<file path="src/rtl/arbiter_wrr_n_to_1_scheduler_pkg.sv">
// Shared types and constants for the weighted round-robin scheduler family.
package arbiter_wrr_n_to_1_scheduler_pkg;

    localparam int ARBITER_WRR_MAX_REQUESTOR = 16;
    localparam int ARBITER_WRR_MAX_WEIGHT_W  = 8;

    typedef logic [ARBITER_WRR_MAX_REQUESTOR-1:0][ARBITER_WRR_MAX_WEIGHT_W-1:0] ArbiterWeightConfig;

    typedef enum logic [0:0] {
        IDLE  = 1'b0,
        SERVE = 1'b1
    } ArbiterWRRState;

    // Index width that stays legal for a single requestor.
    function automatic int arbiter_wrr_idx_w(input int n);
        return (n > 1) ? $clog2(n) : 1;
    endfunction

endpackage

</file>
<file path="src/rtl/arbiter_rr_next_select.sv">
// Combinational first-set search starting at a pointer (inclusive) with wrap-around.
module arbiter_rr_next_select
    import arbiter_wrr_n_to_1_scheduler_pkg::*;
#(
    parameter int NUM_REQUESTOR = 4,
    parameter int IDX_W         = arbiter_wrr_idx_w(NUM_REQUESTOR)
) (
    input  logic [NUM_REQUESTOR-1:0] i_req,
    input  logic [IDX_W-1:0]         i_ptr,
    output logic [IDX_W-1:0]         o_idx,
    output logic                     o_found
);

    logic [NUM_REQUESTOR-1:0] w_rot;
    int                       w_sum;

    always_comb begin
        // NOTE: every output gets a default before the search so no path leaves it unassigned (no latch).
        o_idx   = '0;
        o_found = 1'b0;
        w_sum   = 0;
        // Bit k of the rotated vector is requestor (ptr + k) mod N.
        w_rot   = NUM_REQUESTOR'({i_req, i_req} >> i_ptr);
        for (int k = 0; k < NUM_REQUESTOR; k++) begin
            if (!o_found && w_rot[k]) begin
                o_found = 1'b1;
                w_sum   = int'(i_ptr) + k;
                if (w_sum >= NUM_REQUESTOR) begin
                    w_sum = w_sum - NUM_REQUESTOR;
                end
                o_idx = IDX_W'(w_sum);
            end
        end
    end

endmodule

</file>
<file path="src/rtl/arbiter_wrr_n_to_1_scheduler.sv">
// Weighted round-robin N-to-1 scheduler with registered grant and payload mux.
// Optional per-requestor grant counters: define ARBITER_WRR_GRANT_STATS_EN.
module arbiter_wrr_n_to_1_scheduler
    import arbiter_wrr_n_to_1_scheduler_pkg::*;
#(
    parameter int NUM_REQUESTOR = 4,
    parameter int WEIGHT_W      = 4,
    parameter int BUS_WIDTH     = 64
) (
    input  logic                               ap_clk,
    input  logic                               areset,
    input  logic [NUM_REQUESTOR*WEIGHT_W-1:0]  config_weight_in,
    input  logic                               config_valid_in,
    input  logic [NUM_REQUESTOR-1:0]           arbiter_req_in,
    input  logic [NUM_REQUESTOR-1:0]           arbiter_bus_valid_in,
    input  logic [NUM_REQUESTOR*BUS_WIDTH-1:0] arbiter_bus_in,
    input  logic                               downstream_ready_in,
    output logic [NUM_REQUESTOR-1:0]           arbiter_grant_out,
    output logic [BUS_WIDTH-1:0]               arbiter_bus_out,
    output logic                               arbiter_bus_valid_out,
    output logic                               idle_out
`ifdef ARBITER_WRR_GRANT_STATS_EN
    ,
    output logic [NUM_REQUESTOR*32-1:0]        grant_count_out
`endif
);

    localparam int         IDX_W    = arbiter_wrr_idx_w(NUM_REQUESTOR);
    localparam logic [0:0] ST_IDLE  = 1'(IDLE);
    localparam logic [0:0] ST_SERVE = 1'(SERVE);
    localparam logic [NUM_REQUESTOR-1:0][WEIGHT_W-1:0] WEIGHTS_ONE = {NUM_REQUESTOR{WEIGHT_W'(1)}};

    function automatic logic [WEIGHT_W-1:0] quantum(input logic [WEIGHT_W-1:0] weight);
        return (weight == '0) ? WEIGHT_W'(1) : weight;
    endfunction

    logic [0:0]                             r_state;
    logic [IDX_W-1:0]                       r_ptr;
    logic [IDX_W-1:0]                       r_sel;
    logic [IDX_W-1:0]                       r_grant_idx;
    logic [WEIGHT_W-1:0]                    r_credit;
    logic [NUM_REQUESTOR-1:0][WEIGHT_W-1:0] r_active_w;
    logic [NUM_REQUESTOR-1:0][WEIGHT_W-1:0] r_shadow_w;
    logic                                   r_cfg_pending;
    logic [NUM_REQUESTOR-1:0]               r_grant;
    logic [BUS_WIDTH-1:0]                   r_bus;
    logic                                   r_bus_valid;
    logic                                   r_idle;

    logic [NUM_REQUESTOR-1:0][WEIGHT_W-1:0]  w_eff_w;
    logic [NUM_REQUESTOR-1:0][BUS_WIDTH-1:0] w_bus_in;
    logic [IDX_W-1:0]                        w_next_idx;
    logic [IDX_W-1:0]                        w_ptr_after_sel;
    logic                                    w_found;
    logic                                    w_any_req;

    assign w_any_req       = |arbiter_req_in;
    assign w_bus_in        = arbiter_bus_in;
    // A pending configuration is applied in the same IDLE cycle that loads the credit.
    assign w_eff_w         = r_cfg_pending ? r_shadow_w : r_active_w;
    assign w_ptr_after_sel = (r_sel == IDX_W'(NUM_REQUESTOR - 1)) ? '0 : r_sel + IDX_W'(1);

    arbiter_rr_next_select #(
        .NUM_REQUESTOR (NUM_REQUESTOR),
        .IDX_W         (IDX_W)
    ) u_next_select (
        .i_req   (arbiter_req_in),
        .i_ptr   (r_ptr),
        .o_idx   (w_next_idx),
        .o_found (w_found)
    );

    always_ff @(posedge ap_clk or posedge areset) begin
        if (areset) begin
            r_state       <= ST_IDLE;
            r_ptr         <= '0;
            r_sel         <= '0;
            r_grant_idx   <= '0;
            r_credit      <= '0;
            r_active_w    <= WEIGHTS_ONE;
            r_shadow_w    <= WEIGHTS_ONE;
            r_cfg_pending <= 1'b0;
            r_grant       <= '0;
            r_idle        <= 1'b1;
        end else begin
            // NOTE: non-blocking assignments throughout; later writes in this block take priority.
            r_grant <= '0;
            case (r_state)
                ST_IDLE: begin
                    if (r_cfg_pending) begin
                        r_active_w    <= r_shadow_w;
                        r_cfg_pending <= 1'b0;
                    end
                    r_idle <= !w_any_req;
                    if (w_found) begin
                        r_sel    <= w_next_idx;
                        r_credit <= quantum(w_eff_w[w_next_idx]);
                        r_state  <= ST_SERVE;
                    end
                end
                default: begin
                    r_idle <= 1'b0;
                    // Back-pressure freezes the quantum entirely, including a dropped request.
                    if (downstream_ready_in) begin
                        if (arbiter_req_in[r_sel]) begin
                            r_grant[r_sel] <= 1'b1;
                            r_grant_idx    <= r_sel;
                            r_credit       <= r_credit - WEIGHT_W'(1);
                        end
                        if (!arbiter_req_in[r_sel] || (r_credit == WEIGHT_W'(1))) begin
                            r_state <= ST_IDLE;
                            r_ptr   <= w_ptr_after_sel;
                            r_idle  <= !w_any_req;
                        end
                    end
                end
            endcase
            if (config_valid_in) begin
                r_shadow_w    <= config_weight_in;
                r_cfg_pending <= 1'b1;
            end
        end
    end

    // Payload follows the pop strobe by one cycle, matching first-word-fall-through timing.
    always_ff @(posedge ap_clk or posedge areset) begin
        if (areset) begin
            // NOTE: the data register is reset too, so the bus reads zero out of reset.
            r_bus       <= '0;
            r_bus_valid <= 1'b0;
        end else begin
            r_bus_valid <= 1'b0;
            if (|r_grant) begin
                r_bus       <= w_bus_in[r_grant_idx];
                r_bus_valid <= arbiter_bus_valid_in[r_grant_idx];
            end
        end
    end

    assign arbiter_grant_out     = r_grant;
    assign arbiter_bus_out       = r_bus;
    assign arbiter_bus_valid_out = r_bus_valid;
    assign idle_out              = r_idle;

`ifdef ARBITER_WRR_GRANT_STATS_EN
    logic [NUM_REQUESTOR-1:0][31:0] r_grant_count;

    always_ff @(posedge ap_clk or posedge areset) begin
        if (areset) begin
            r_grant_count <= '0;
        end else begin
            for (int i = 0; i < NUM_REQUESTOR; i++) begin
                if (config_valid_in) begin
                    r_grant_count[i] <= '0;
                end else if (r_grant[i] && (r_grant_count[i] != '1)) begin
                    r_grant_count[i] <= r_grant_count[i] + 32'd1;
                end
            end
        end
    end

    assign grant_count_out = r_grant_count;
`endif

endmodule

</file>
<file path="config.mk">
export PLATFORM = sky130hd
export DESIGN_NAME = arbiter_wrr_n_to_1_scheduler
export DESIGN_NICKNAME = d
export VERILOG_FILES = /design/src/rtl/arbiter_wrr_n_to_1_scheduler_pkg.sv /design/src/rtl/arbiter_rr_next_select.sv /design/src/rtl/arbiter_wrr_n_to_1_scheduler.sv
export SDC_FILE = /design/constraint.sdc
export NUM_CORES = 1
export LEC_CHECK = 0
export ABC_AREA = 1
export CAP_MARGIN = 20
export CORE_AREA = 2 2 136 138
export CTS_CLUSTER_SIZE = 25
export DETAILED_ROUTE_END_ITERATION = 16
export DIE_AREA = 0 0 138 140
export GPL_TIMING_DRIVEN = 0
export HOLD_SLACK_MARGIN = 0.03
export PLACE_DENSITY = 0.78
export SYNTH_ARGS = -nofsm -noshare
export SYNTH_HDL_FRONTEND = slang
export SYNTH_HIERARCHICAL = 1
export SYNTH_SLANG_ARGS = --single-unit
</file>
<file path="constraint.sdc">
create_clock -name ap_clk -period 9.3 [get_ports ap_clk]
set_input_delay 1.86 -clock ap_clk [delete_from_list [all_inputs] [get_ports ap_clk]]
set_output_delay 1.86 -clock ap_clk [all_outputs]
set_load 0.05 [all_outputs]
</file>
**Yosys cells after proc, flatten, opt, wreduce, memory -nomap -nowiden**

Cells that the tools add are included.

- Logic and storage cells: 102
- Input port bits: 284
- Register bits after elaboration: 114
- Output and inout bits: 70

- Reduce and logical (&&, ||, !) cells: 18
- Mux-type cells: 42
- $add $sub $neg: 9
- Shift-type cells: 1
- Bitwise gates (word level): 1
- Magnitude comparators: 8
- Equal/unequal tests: 5

Operator list:

| operator | number |
|---|---|
| $bmux W64 S2 | 1 |
| $mux W64 | 1 |
| $mux W4 | 9 |
| $mux W2 | 9 |
| $mux W1 | 17 |
| $mux W16 | 1 |
| $ge A3 B3 Y1 const B | 3 |
| $lt A2 B3 Y1 const B | 3 |
| $reduce_and A3 Y1 | 3 |
| $bmux W4 S2 | 1 |
| $reduce_or A4 Y1 | 2 |
| $shr A8 B2 Y4 | 1 |
| $sub A2 B1 Y2 const B | 4 |
| $add A2 B2 Y3 const B | 2 |
| $logic_not A1 Y1 | 5 |
| $bmux W1 S2 | 2 |
| $eq A4 B1 Y1 const B | 1 |
| $logic_and A1 B1 Y1 | 4 |
| $logic_not A4 Y1 | 1 |
| $ne A2 B2 Y1 const B | 2 |
| $sub A4 B1 Y4 const B | 1 |
| $add A2 B1 Y3 const B | 1 |
| $ge A2 B3 Y1 const B | 1 |
| $add A2 B1 Y2 const B | 1 |
| other kinds (8) | 8 |

**Depth between registers and ports, before layout**

- Word-level depth: 17
- Gate-level depth with buffers: 18
- Depth with buffers taken out: 16

**Cells and area by module**

The synthesis kept the hierarchy.

By module, submodules not included:

| module | times used | seq. area each (um^2) | cells an instance | area an instance (um^2) |
|---|---|---|---|---|
| arbiter_wrr_n_to_1_scheduler | 1 | 2864.0 | 931 | 6540.0 |
| arbiter_rr_next_select | 1 | 0.0 | 53 | 330.3 |

**Least setup slack after synthesis**

No wires, ideal clock.

- Kind: input to register
- Start point: input arbiter_req_in[2]
- End point: register r_credit[3]
- Path slack: 6009 ps
- Data arrival time: 3167 ps
- Cell stages on the path: 15
- Data required time: 9176 ps
- Library setup time: 124 ps
- Buffers on the path: 1
- Cell sequence: inv_1 -> nand2_4 -> nand3_4 -> nand2_4 -> nor2_4 -> nand3b_1 -> nand3_1 -> clkbuf_1 -> inv_2 -> nand3_1 -> nand3_1 -> nand2_1 -> nand2_1 -> o211ai_1 -> nand2_1

- Word-level cells in the longest chain between the ends: 17
- Elaborated cells on any way between the ends: 26
- Classes of those cells: 1 x eq/ne; 1 x shift; 15 x mux; 9 x reduce/logical

RTL lines:

| item | line | RTL |
|---|---|---|
| start, declared | arbiter_wrr_n_to_1_scheduler.sv:14 | `input logic [NUM_REQUESTOR-1:0] arbiter_req_in,` |
| $shr A8 B2 Y4 * | arbiter_rr_next_select.sv:23 | `w_rot = NUM_REQUESTOR'({i_req, i_req} >> i_ptr);` |
| $mux W1 | arbiter_rr_next_select.sv:25 | `if (!o_found && w_rot[k]) begin` |
| $logic_not A1 Y1 | arbiter_rr_next_select.sv:25 |  |
| $logic_and A1 B1 Y1 | arbiter_rr_next_select.sv:25 |  |
| $mux W1 | arbiter_rr_next_select.sv:25 |  |
| $logic_not A1 Y1 | arbiter_rr_next_select.sv:25 |  |
| $logic_and A1 B1 Y1 | arbiter_rr_next_select.sv:25 |  |
| $mux W1 | arbiter_rr_next_select.sv:25 |  |
| [2 not listed] | -- |  |
| $mux W2 * | arbiter_rr_next_select.sv:25 |  |
| named net w_next_idx[0] | arbiter_wrr_n_to_1_scheduler.sv:52 | `logic [IDX_W-1:0] w_next_idx;` |
| $bmux W4 S2 * | arbiter_wrr_n_to_1_scheduler.sv:97 | `r_credit <= quantum(w_eff_w[w_next_idx]);` |
| $mux W4 (implied by the code) * | arbiter_wrr_n_to_1_scheduler.sv:97 |  |
| $logic_not A4 Y1 | arbiter_wrr_n_to_1_scheduler.sv:34 | `return (weight == '0) ? WEIGHT_W'(1) : weight;` |
| $mux W4 * | arbiter_wrr_n_to_1_scheduler.sv:34 |  |
| $mux W4 * | arbiter_wrr_n_to_1_scheduler.sv:95 | `if (w_found) begin` |
| $mux W4 * | arbiter_wrr_n_to_1_scheduler.sv:88 | `case (r_state)` |
| end signal, assigned | arbiter_wrr_n_to_1_scheduler.sv:97 |  |
| end signal, assigned | arbiter_wrr_n_to_1_scheduler.sv:108 | `r_credit <= r_credit - WEIGHT_W'(1);` |
| end, declared | arbiter_wrr_n_to_1_scheduler.sv:41 | `logic [WEIGHT_W-1:0] r_credit;` |

The timed path passes the listed nets; every way through them passes the cells marked *. The select of a mux whose other input is x is not followed.
A chain may end at the register's enable or synchronous reset.

**Final worst setup path**

- Start point: input arbiter_req_in[1]
- End point: register r_credit[0]

The elaborated chain is that of the path after synthesis.

==> results.md <==
- Antenna viol nets, final: 0
- Synth Net Count: 1,274
- P_int: just under 0.002 W
- FF-to-FF setup slack: about 6.9 ns
- Post-synthesis simple-gate area fraction: about 30%
- Top-count cell post-synth: nor2_1
- Mapped Avg Cell Area: 6.98 um^2
- Minimum clock period: 4.00 ns
- Sequential fraction of the synthesis area: around two fifths
- Worst skew pair latency: 0.42 ns
- Global-route wire length before repair: approximately 45 mm
- Initial antenna violation count: 5
- Adder-Cell Fraction of Synth Area: between 1 and 1.5%
- CTS tree: yes
- Detailed placer's ending HPWL: ~23 mm
- Leading cell types by count after synthesis: nor2_1, o21ai_0, nand2_1
- Setup crit start kind: primary input
- Cells after Synth: approximately 980
- H-tree depth: 4
- Layout cell share with drive strength beyond 1: roughly 6.8%
- Switching share of power: between 40% and 50%
- Seq pwr share: about 22%
- Post-synthesis mux area share: less than 1%
- Final setup viols: 0
- Clock Pin Slew Worst Setup and Hold Paths: about 0.05 ns
- Crit Path Class: primary input to flip-flop
- Asr flop ratio synth: 100%
- Port Buffers: 352
- Largest family of logic cells by synthesized area: simple AND/OR/NAND/NOR gates
- DRT Pass-1 Iters: 5
- Top Ports: about 350
- Max-cap viol count: 0
- Max clock buf depth: 2
- Static Leak: ~4.8 nW
- Compound-cell area share of the yosys netlist: a little under a fifth
- Max Transition Viols Final: 0
- CP Data Required Time: roughly 9.6 ns
- Clock Skew: between 0.01 and 0.015 ns
- Logic pwr share: around 60%
- DRC errors left: 0
- CTS Root Cell: clkbuf_16
- Sw power: approximately 0.0019 W
- Worst-Margin Slew: between 0.6 and 0.7 ns
- Area grow syn2layout: 64.9%
- Clk sinks: between 100 and 150
- CP Capture Type: flip-flop
- Final core occ: between 60 and 70%
- Setup bufs post-CTS: 0
- Run status: completed
- Post-synth EDFFs: 0
- RePlAce Congestion: roughly 0.96
- Hold Path Class: flip-flop to flip-flop
- Leading area contributor after synthesis: dfrtp_1
- CTS Hold Bufs: 0
- Post-synth top flop: dfrtp_1
- Core area: 17,800 um^2
- CTS buffer count: 17
- Maximum vdd drop: ~0.00017 V
- Hold slack final: about 0.48 ns
- Fillcell total: about 1,600
- Initial drt markers: slightly below 600
- Total grt overflow: 0
- Post-CTS Resized: 0
- Yosys cell types: 35
- Initial core utilization: between 30% and 40%
- Drt total wl: roughly 30 mm
- Slew headroom: about 57%
- Die W: 138 um
- Die area: 19,300 um^2
- CP max FO: 9
- Post-layout nets: about 1,600
- Global Route Usage Sum: between 30 and 40%
- Largest net degree at the start of global routing: between 70 and 80
- DR vias/cell: roughly 5.2
- Tcrit/Tclk final: around 43%
- Vias in the first global route: 7,809
- Drt wl/cell: 18.7 um
- Fmax: approximately 250 MHz
- Hold Vio Cnt, Final: 0
- RSZ-0062 raised after global routing: false
- Synthesis-stage register bit count: 114
- Total number of vias: between 8,000 and 9,000
- Floorplan die height: approximately 140 um
- Clock Power Share: between 10% and 20%
- Setup total negative slack: 0 ns
- Row cnt: 49
- Top cell type's share of synthesized area: a little under two fifths
- Main area contributors after synthesis: dfrtp_1, nor2_1, o21ai_0
- Worst Path Arrival: ~4.3 ns
- Post-synthesis cell area: between 6000 and 7000 um^2
- Synthesis Warnings: 6
- Post-synthesis xor/xnor area fraction: less than 1%
- PD cells: approximately 340 nW/um^2
-- metrics by stage --
stage               instance area, um^2  setup WS [ns]  total power (W)  std cells
finish                            11300           5.30          0.00381       1603
global placement                  10700           2.53          0.00308       1565
CTS                               11300           5.35          0.00380       1598
floorplan                          6870           4.44          0.00233        984
detailed placement                10700           4.96          0.00312       1566
global route                      11300           5.13          0.00405       1602
-- layer usage --
layer | GRT usage, % | up-vias | part of all wire (%)
li1 | - | 3992 | -
met1 | 37.1 | 3890 | 40
met2 | 50.7 | 354 | 49
met3 | 6.74 | 68 | 7.2
met4 | 13.7 | 0 | 3.8
met5 | 0 | - | 0
-- cells in the final DEF, fill, tap and decap left out, types with 2 or more instances in the layout --
cell / count
nand4_1: 4
mux2_2: 5
dfrtp_1: 105
nand3_2: 2
nand2_1: 107
a31oi_1: 68
clkdlybuf4s50_1: 352
inv_1: 40
bufinv_16: 3
nand3_1: 36
ha_1: 6
buf_4: 3
dfstp_2: 9
clkbuf_8: 4
clkinv_2: 2
xnor2_1: 2
o21ai_1: 11
buf_6: 4
a21oi_1: 5
o211ai_1: 2
buf_2: 18
inv_2: 8
nand2_2: 6
diode_2: 5
nand2_4: 5
clkbuf_16: 17
nor2_1: 332
buf_1: 10
clkbuf_1: 40
o21ai_0: 150
-- power by group through the flow --
stage	clock network (W)	registers [W]	logic, W
5_1_grt	0.000707	0.000841	0.00250
4_1_cts	0.000682	0.000818	0.00231
3_3_place_gp	0	0.000814	0.00227
2_1_floorplan	0	0.00126	0.00106
3_5_place_dp	0	0.000823	0.00229
6_report	0.000678	0.000820	0.00232
-- worst paths after layout --
check                                     startpoint                         end  cells past startpoint
worst max-delay path               arbiter_req_in[1]     r_credit[0]$_DFFE_PP0P_                     16
max in group asynchronous                     areset   r_active_w[4]$_DFFE_PP1N_                      3
worst min register to register  r_ptr[1]$_DFFE_PP0P_        r_ptr[1]$_DFFE_PP0P_                      2
worst max register to register  r_ptr[0]$_DFFE_PP0P_     r_credit[0]$_DFFE_PP0P_                     16
min in group asynchronous                     areset  r_shadow_w[15]$_DFFE_PP0P_                      2
worst min-delay path            r_ptr[1]$_DFFE_PP0P_        r_ptr[1]$_DFFE_PP0P_                      2
-- area by class of cell --
cell class / count / area [um^2] / area share, %
timing repair buffer: 353 / 3550 / 31.3
multi-input combinational: 751 / 3490 / 30.8
sequential: 114 / 2860 / 25.3
clock buffer: 27 / 503 / 4.44
buffer: 69 / 323 / 2.85
tap: 229 / 287 / 2.53
inverter: 50 / 200 / 1.77
clock inverter: 5 / 100 / 0.884
antenna: 5 / 12.5 / 0.110
-- worst max-delay path: stages --
cell and delay (ns):
clkdlybuf4s50_1 0.61, inv_1 0.07, nand2_1 0.10, nand2_1 0.08, nand2_1 0.06, nand2_1 0.09
nand3b_1 0.17, nand3_1 0.09, clkbuf_1 0.38, inv_2 0.19, nand2_1 0.13, nand3_1 0.12
a21oi_1 0.17, nand2_1 0.07, nand2_1 0.05, nand2_1 0.06
-- cell families after synthesis --
family | after synthesis
AOI/OAI and AO/OA | 239
and+or+nand+nor | 498
DFF | 114
adders and majority gates | 6
xor gates and xnor gates | 3
muxes | 5
buffers and inverters | 119
-- state kept, by name, indices dropped and copies added, names as in the netlist --
name / count
r_cfg_pending: 1
r_credit: 4
idle_out: 1
r_shadow_w: 16
arbiter_bus_valid_out: 1
r_active_w: 16
arbiter_bus_out: 64
r_ptr: 2
r_state: 1
r_sel: 2
arbiter_grant_out: 4
r_grant_idx: 2
(Power assumes the default switching activity.)
